$ cat src/rtl/fir_frame_ctrl.sv
// Frames ADC samples from a small FIFO into FRAME_LEN-sample FIR packets; first ena_i/sop_i 3 cycles after a sample lands in an empty FIFO.
// Transfers gated by the previous cycle's dav_i, full FIFO drops samples (sticky ovf); `FIR_FRAME_ZERO_PAD_EN` enables flush zero-padding.
module fir_frame_ctrl #(
    parameter int DATA_WIDTH = 16,
    parameter int FRAME_LEN  = 16,
    parameter int FIFO_DEPTH = 16
) (
    input  logic                  clk,
    input  logic                  rst,
    input  logic                  smp_valid,
    input  logic [DATA_WIDTH-1:0] smp_data,
    input  logic                  flush,
    input  logic                  dav_i,
    output logic                  ena_i,
    output logic                  sop_i,
    output logic                  eop_i,
    output logic [DATA_WIDTH-1:0] dat_i,
    input  logic                  dav_o,
    input  logic                  out_rdy,
    output logic                  ena_o,
    input  logic                  sop_o,
    input  logic                  eop_o,
    output logic                  ovf,
    output logic                  busy,
    output logic [15:0]           frm_in_cnt,
    output logic [15:0]           frm_out_cnt
);
    localparam int AW = $clog2(FIFO_DEPTH);
    localparam int CW = $clog2(FRAME_LEN);
    localparam logic [AW:0]   FIFO_FULL_LVL = (AW+1)'(FIFO_DEPTH);
    localparam logic [CW-1:0] CNT_LAST      = CW'(FRAME_LEN - 1);

    typedef enum logic [1:0] {S_IDLE, S_FRAME, S_PAD, S_GAP} state_t;

    state_t                state_q, state_d;
    logic [DATA_WIDTH-1:0] mem_q [FIFO_DEPTH];
    logic [AW-1:0]         wr_ptr_q, wr_ptr_d, rd_ptr_q, rd_ptr_d;
    logic [AW:0]           count_q, count_d;
    logic [CW-1:0]         cnt_q, cnt_d;
    logic                  ena_i_q, sop_i_q, eop_i_q, ena_o_q, ovf_q;
    logic                  ena_i_d, sop_i_d, eop_i_d, ena_o_d, ovf_d;
    logic [DATA_WIDTH-1:0] dat_i_q, dat_i_d;
    logic [15:0]           frm_in_cnt_q, frm_in_cnt_d, frm_out_cnt_q, frm_out_cnt_d;
    logic                  fifo_empty, fifo_full, push, pop;
    logic                  issue_frame, issue_pad, issue, busy_c, flush_ok;
    logic                  sop_o_unused;

    assign sop_o_unused = sop_o;

`ifdef FIR_FRAME_ZERO_PAD_EN
    // A flush only matters once the frame has started.
    assign flush_ok = flush && (cnt_q != '0);
`else
    logic flush_unused;
    assign flush_unused = flush;
    assign flush_ok     = 1'b0;
`endif

    assign fifo_empty = (count_q == '0);
    assign fifo_full  = (count_q == FIFO_FULL_LVL);
    assign issue      = issue_frame | issue_pad;
    assign pop        = issue_frame;
    assign push       = smp_valid && (!fifo_full || pop);

    always_ff @(posedge clk) begin
        if (rst) state_q <= S_IDLE;
        else     state_q <= state_d;
    end

    // Leaving FRAME/PAD waits for the eop_i cycle so busy covers the last transfer.
    always_comb begin
        state_d = state_q;
        case (state_q)
            S_IDLE:  if (!fifo_empty) state_d = S_FRAME;
            S_FRAME: begin
                if (eop_i_q)       state_d = S_GAP;
                else if (flush_ok) state_d = S_PAD;
            end
            S_PAD:   if (eop_i_q) state_d = S_GAP;
            S_GAP:   state_d = S_IDLE;
            default: state_d = S_IDLE;
        endcase
    end

    always_comb begin
        issue_frame = 1'b0;
        issue_pad   = 1'b0;
        busy_c      = 1'b0;
        case (state_q)
            S_FRAME: begin
                busy_c      = 1'b1;
                issue_frame = dav_i && !eop_i_q && !fifo_empty;
            end
            S_PAD: begin
                busy_c    = 1'b1;
                issue_pad = dav_i && !eop_i_q;
            end
            default: ;
        endcase
    end

    always_comb begin
        wr_ptr_d      = push ? wr_ptr_q + 1'b1 : wr_ptr_q;
        rd_ptr_d      = pop  ? rd_ptr_q + 1'b1 : rd_ptr_q;
        count_d       = count_q;
        if (push && !pop)      count_d = count_q + 1'b1;
        else if (pop && !push) count_d = count_q - 1'b1;
        ovf_d         = ovf_q | (smp_valid && fifo_full && !pop);
        cnt_d         = cnt_q;
        if (issue)             cnt_d = (cnt_q == CNT_LAST) ? '0 : cnt_q + 1'b1;
        ena_i_d       = issue;
        sop_i_d       = issue && (cnt_q == '0);
        eop_i_d       = issue && (cnt_q == CNT_LAST);
        dat_i_d       = issue_frame ? mem_q[rd_ptr_q] : '0;
        ena_o_d       = dav_o & out_rdy;
        frm_in_cnt_d  = (ena_i_q && eop_i_q) ? frm_in_cnt_q + 16'd1 : frm_in_cnt_q;
        frm_out_cnt_d = (ena_o_q && eop_o) ? frm_out_cnt_q + 16'd1 : frm_out_cnt_q;
    end

    always_ff @(posedge clk) begin
        if (push) mem_q[wr_ptr_q] <= smp_data;
    end

    always_ff @(posedge clk) begin
        if (rst) begin
            wr_ptr_q      <= '0;
            rd_ptr_q      <= '0;
            count_q       <= '0;
            cnt_q         <= '0;
            ovf_q         <= 1'b0;
            ena_i_q       <= 1'b0;
            sop_i_q       <= 1'b0;
            eop_i_q       <= 1'b0;
            dat_i_q       <= '0;
            ena_o_q       <= 1'b0;
            frm_in_cnt_q  <= '0;
            frm_out_cnt_q <= '0;
        end else begin
            wr_ptr_q      <= wr_ptr_d;
            rd_ptr_q      <= rd_ptr_d;
            count_q       <= count_d;
            cnt_q         <= cnt_d;
            ovf_q         <= ovf_d;
            ena_i_q       <= ena_i_d;
            sop_i_q       <= sop_i_d;
            eop_i_q       <= eop_i_d;
            dat_i_q       <= dat_i_d;
            ena_o_q       <= ena_o_d;
            frm_in_cnt_q  <= frm_in_cnt_d;
            frm_out_cnt_q <= frm_out_cnt_d;
        end
    end

    assign ena_i       = ena_i_q;
    assign sop_i       = sop_i_q;
    assign eop_i       = eop_i_q;
    assign dat_i       = dat_i_q;
    assign ena_o       = ena_o_q;
    assign ovf         = ovf_q;
    assign busy        = busy_c;
    assign frm_in_cnt  = frm_in_cnt_q;
    assign frm_out_cnt = frm_out_cnt_q;
endmodule

$ cat config.mk
export PLATFORM = sky130hd
export DESIGN_NAME = fir_frame_ctrl
export DESIGN_NICKNAME = d
export VERILOG_FILES = /design/src/rtl/fir_frame_ctrl.sv
export SDC_FILE = /design/constraint.sdc
export NUM_CORES = 1
export LEC_CHECK = 0
export CORE_MARGIN = 2
export CORE_UTILIZATION = 55
export DETAILED_ROUTE_END_ITERATION = 16
export PLACE_DENSITY = 0.79
export SYNTH_ARGS = -nofsm -noshare
export SYNTH_HDL_FRONTEND = slang
export SYNTH_SLANG_ARGS = --single-unit
$ cat constraint.sdc
create_clock -name clk -period 9.43 [get_ports clk]
set_clock_uncertainty 0.15 [all_clocks]
set_input_delay 1.886 -clock clk [delete_from_list [all_inputs] [get_ports clk]]
set_output_delay 1.886 -clock clk [all_outputs]
set_load 0.02 [all_outputs]
==> results by group <==
Cells and area
  • Fraction of layout cells with a size suffix above 1: approximately a fifth
  • Finished Layout Cells: ~1200
  • N_diodes: 0
  • Layout area overhead: 16.5%
  • Final design utilization: roughly two thirds
  • Post-layout nets: roughly 900

Die
  • Core area: 23300 sq um
  • Die Y: around 160 microns
  • Initial core utilization: a little under three fifths
  • IO Pins: 79
  • Die ar.: around 25000 sq um
  • Die width: approximately 160 microns
  • Num rows: 56

Yosys
  • Most frequent cells after synthesis: 256 x edfxtp_1, 72 x dfxtp_1, 64 x mux4_2
  • Syn Nets: between 700 and 800
  • Unique masters post-synth: 53
  • Synth Flop Type: edfxtp_1
  • Sequential fraction of the synthesis area: between 70% and 80%
  • Share of the synthesized area in the top cell type: between 50% and 60%
  • Number of synthesized flops with an enable pin: between 200 and 300
  • Synthesized cell area: between 10000 and 15000 sq um
  • Ys Warns: 0
  • Area contributors post-synth: edfxtp_1 59%, dfxtp_1 11%, mux4_2 11%
  • Ys async rst share: 0%
  • Post-synth top area cell: edfxtp_1
  • #FFs+latches synth: roughly 330
  • Average size of a mapped cell: roughly 17 sq um
  • Count leader, synth: edfxtp_1
  • Cells after Synth: 750

Drt
  • Post-DRT Antenna Nets: 0
  • Vias: between 6000 and 7000
  • Detailed-route DRC error count: 0
  • Vias per std cell: ~5.7
  • First-pass DRT Iterations: 5
  • Drt wl/cell: about 21 microns
  • Final wirelength: ~25 mm
  • DRT iter0 DRCs: 467

Worst setup path
  • Reg2Reg Setup Slack: about 6.3 ns
  • Critical Path Sink: count_q[4]
  • Cells along the critical path: clkdlybuf4s50_1 > nand3b_1 > a31oi_2 > ha_1 > inv_1 > ha_1 > a21oi_1 > a211oi_1 > a31oi_1 > mux2_2
  • Critical path endpoint category: flop
  • CP delay by family, top: compound AO/OA/AOI/OAI gates
  • Crit. Startpoint: dav_i
  • CP Launch Type: primary input
  • FF-to-FF Start: count_q[0]
  • Bufs and invs on worst path: 2
  • FF-to-FF End: count_q[4]
  • Most used cell, CP: ha_1
  • CP max FO: 6
  • CP Depth: 10
  • Critical path's slowest cell: clkdlybuf4s50_1
  • Crit path DAT: about 4.5 ns
  • WS Path Type: primary input to flop
  • WP data required: between 9 and 10 ns
  • Critical Path Max Stage Delay: around 0.52 ns
  • R2R cell count: 9

Timing
  • Slew HR: 18.8%
  • Setup TNS: 0 ns
  • Slew Limit Fails: 0
  • Max Fclk: ~0.24 GHz
  • Worst-margin pin slew: around 1.2 ns
  • RSZ-0062 raised after global routing: no
  • Worst Hold Slack: 0.354 ns
  • Fin. Hold Viols: 0
  • Crit path time final: 4.24 ns
  • Fin crit share: between 40 and 50%
  • Setup violators final: 0

Pwr
  • Register share of total power: roughly half
  • Clk network pwr share: between 30% and 40%
  • Pwr dens: between 200 and 250 nW/um^2
  • Worst vdd ir: ~130 uV
  • Combinational power share: 11.0%
  • Lkg Pwr: between 4 and 5 nW
  • Switching share of power: around a quarter
  • Sw Pwr: roughly 0.76 mW
  • Pint: between 2 and 2.5 mW

Clock tree
  • Clk slew on worst S/H paths: approximately 0.060 ns
  • Clock buffer count from CTS: 34
  • Clock Path Buffers: 3
  • CTS tree: done
  • H-tree Lvls: 2
  • Post-CTS Resized: 0
  • # Post-CTS Setup Buffers: 0
  • Clock Sinks: ~330
  • CTS Hold Buffers Added: 0
  • Root Buffer: clkbuf_16
  • Clk_lat worst skew: 0.52 ns

Global route
  • Total gr overflow: 0
  • Vias in the first global route: 6946
  • First-pass GRT wire length: between 30 and 40 mm
  • Largest net degree at the start of global routing: approximately 60
  • Antenna violations before repair: 0
  • GRT Util Overall: between 20% and 30%

Placement
  • Dpl cells: between 1000 and 1500
  • GPL Wtd Cong: between 0.7 and 0.8
  • Number of port buffers: 76
  • HPWL after detailed placement: about 14 mm

Min path
  • Hold Crit Class: flop to flop

Status
  • Status: finished clean

Flow run
  • Total of max-cap violations: 0
==> power by group through the flow <==
stage | clock network, mW | logic [mW] | registers (mW)
after floorplan | 0 | 0.246 | 1.68
after global placement | 0 | 0.345 | 1.68
after detailed placement | 0 | 0.354 | 1.68
after CTS | 1.24 | 0.356 | 1.65
after global routing | 1.29 | 0.384 | 1.66
final | 1.21 | 0.353 | 1.65
==> how the worst min path moves through the flow <==
stage	cells after the start	slack (ns)	start	end
6_report	2	0.35	frm_out_cnt[15]	frm_out_cnt[15]
5_1_grt	2	0.37	frm_out_cnt[15]	frm_out_cnt[15]
4_1_cts	2	0.35	frm_out_cnt[15]	frm_out_cnt[15]
3_5_place_dp	2	0.34	frm_out_cnt[15]	frm_out_cnt[15]
3_3_place_gp	2	0.33	frm_out_cnt[15]	frm_out_cnt[15]
2_1_floorplan	2	0.32	cnt_q[0]	cnt_q[0]
==> cells in the final DEF (no fill, tap or decap), drive strengths merged, types with 2 or more instances in the layout <==
| cell type | instances |
|---|---|
| edfxtp | 256 |
| clkdlybuf4s50 | 75 |
| dfxtp | 72 |
| mux4 | 64 |
| nor2 | 59 |
| clkbuf | 48 |
| nand2 | 34 |
| o21ai | 23 |
| mux2 | 21 |
| mux2i | 20 |
| nand3 | 18 |
| inv | 18 |
| ha | 17 |
| xor2 | 16 |
| a21oi | 15 |
| xnor2 | 12 |
| buf | 12 |
| clkinv | 10 |
| nor3 | 9 |
| nand4 | 7 |
| or3 | 5 |
| and4 | 5 |
| nor2b | 5 |
| and3 | 4 |
| or4 | 4 |
| nor4 | 4 |
| o31ai | 3 |
| a211oi | 3 |
| a31oi | 3 |
| nand2b | 2 |
| or2 | 2 |
| and2 | 2 |
| a311o | 2 |
==> final cells by class <==
class                           instances  area, sq um
Clock inverter                         13         86.3
Multi-Input combinational cell        372         3650
Sequential cell                       328         9140
Fill cell                            1638         8170
Tap cell                              319          399
Timing Repair Buffer                   87          838
Inverter                               16         60.1
Clock buffer                           48          923
==> registers in the layout, summed over array words and instances, names as in the netlist <==
register     count
sop_i            1
cnt_q            4
count_q          5
frm_out_cnt     16
rd_ptr_q         4
ena_i            1
frm_in_cnt      16
mem_q          256
dat_i           16
state_q          2
wr_ptr_q         4
ovf              1
eop_i            1
ena_o            1
==> stage by stage <==
stage          worst slack, ns  power (mW)  area (sq um)
5_1_grt                   5.02        3.33         15100
2_1_floorplan             5.21        1.92         13000
3_5_place_dp              4.64        2.03         14100
3_3_place_gp              4.70        2.02         14100
6_report                  5.19        3.22         15100
4_1_cts                   5.17        3.24         15100
==> logic make-up after synthesis <==
kind of cell    Yosys count  synth area share [%]
compound gates           57                  3.35
xor+xnor                 28                  1.89
simple gates            164                  6.23
mux                     105                  14.5
flops                   328                  70.5
fa+ha+maj                18                  1.80
buf+inv                  50                  1.74
==> worst min-delay path: stages (launching register included) <==
cell     delay [ns]
dfxtp_1        0.33
o31ai_1        0.07
a21oi_1        0.06
==> metal layers <==
| metal | up-vias | GRT usage, % | share of wire, % |
|---|---|---|---|
| li1 | 3098 | - | - |
| met1 | 3426 | 28.1 | 42 |
| met2 | 236 | 35.6 | 50 |
| met3 | 39 | 4.07 | 6.4 |
| met4 | 0 | 6.58 | 2.3 |
| met5 | - | 0 | 0 |
Note: power is estimated with default switching activity, not from simulation.
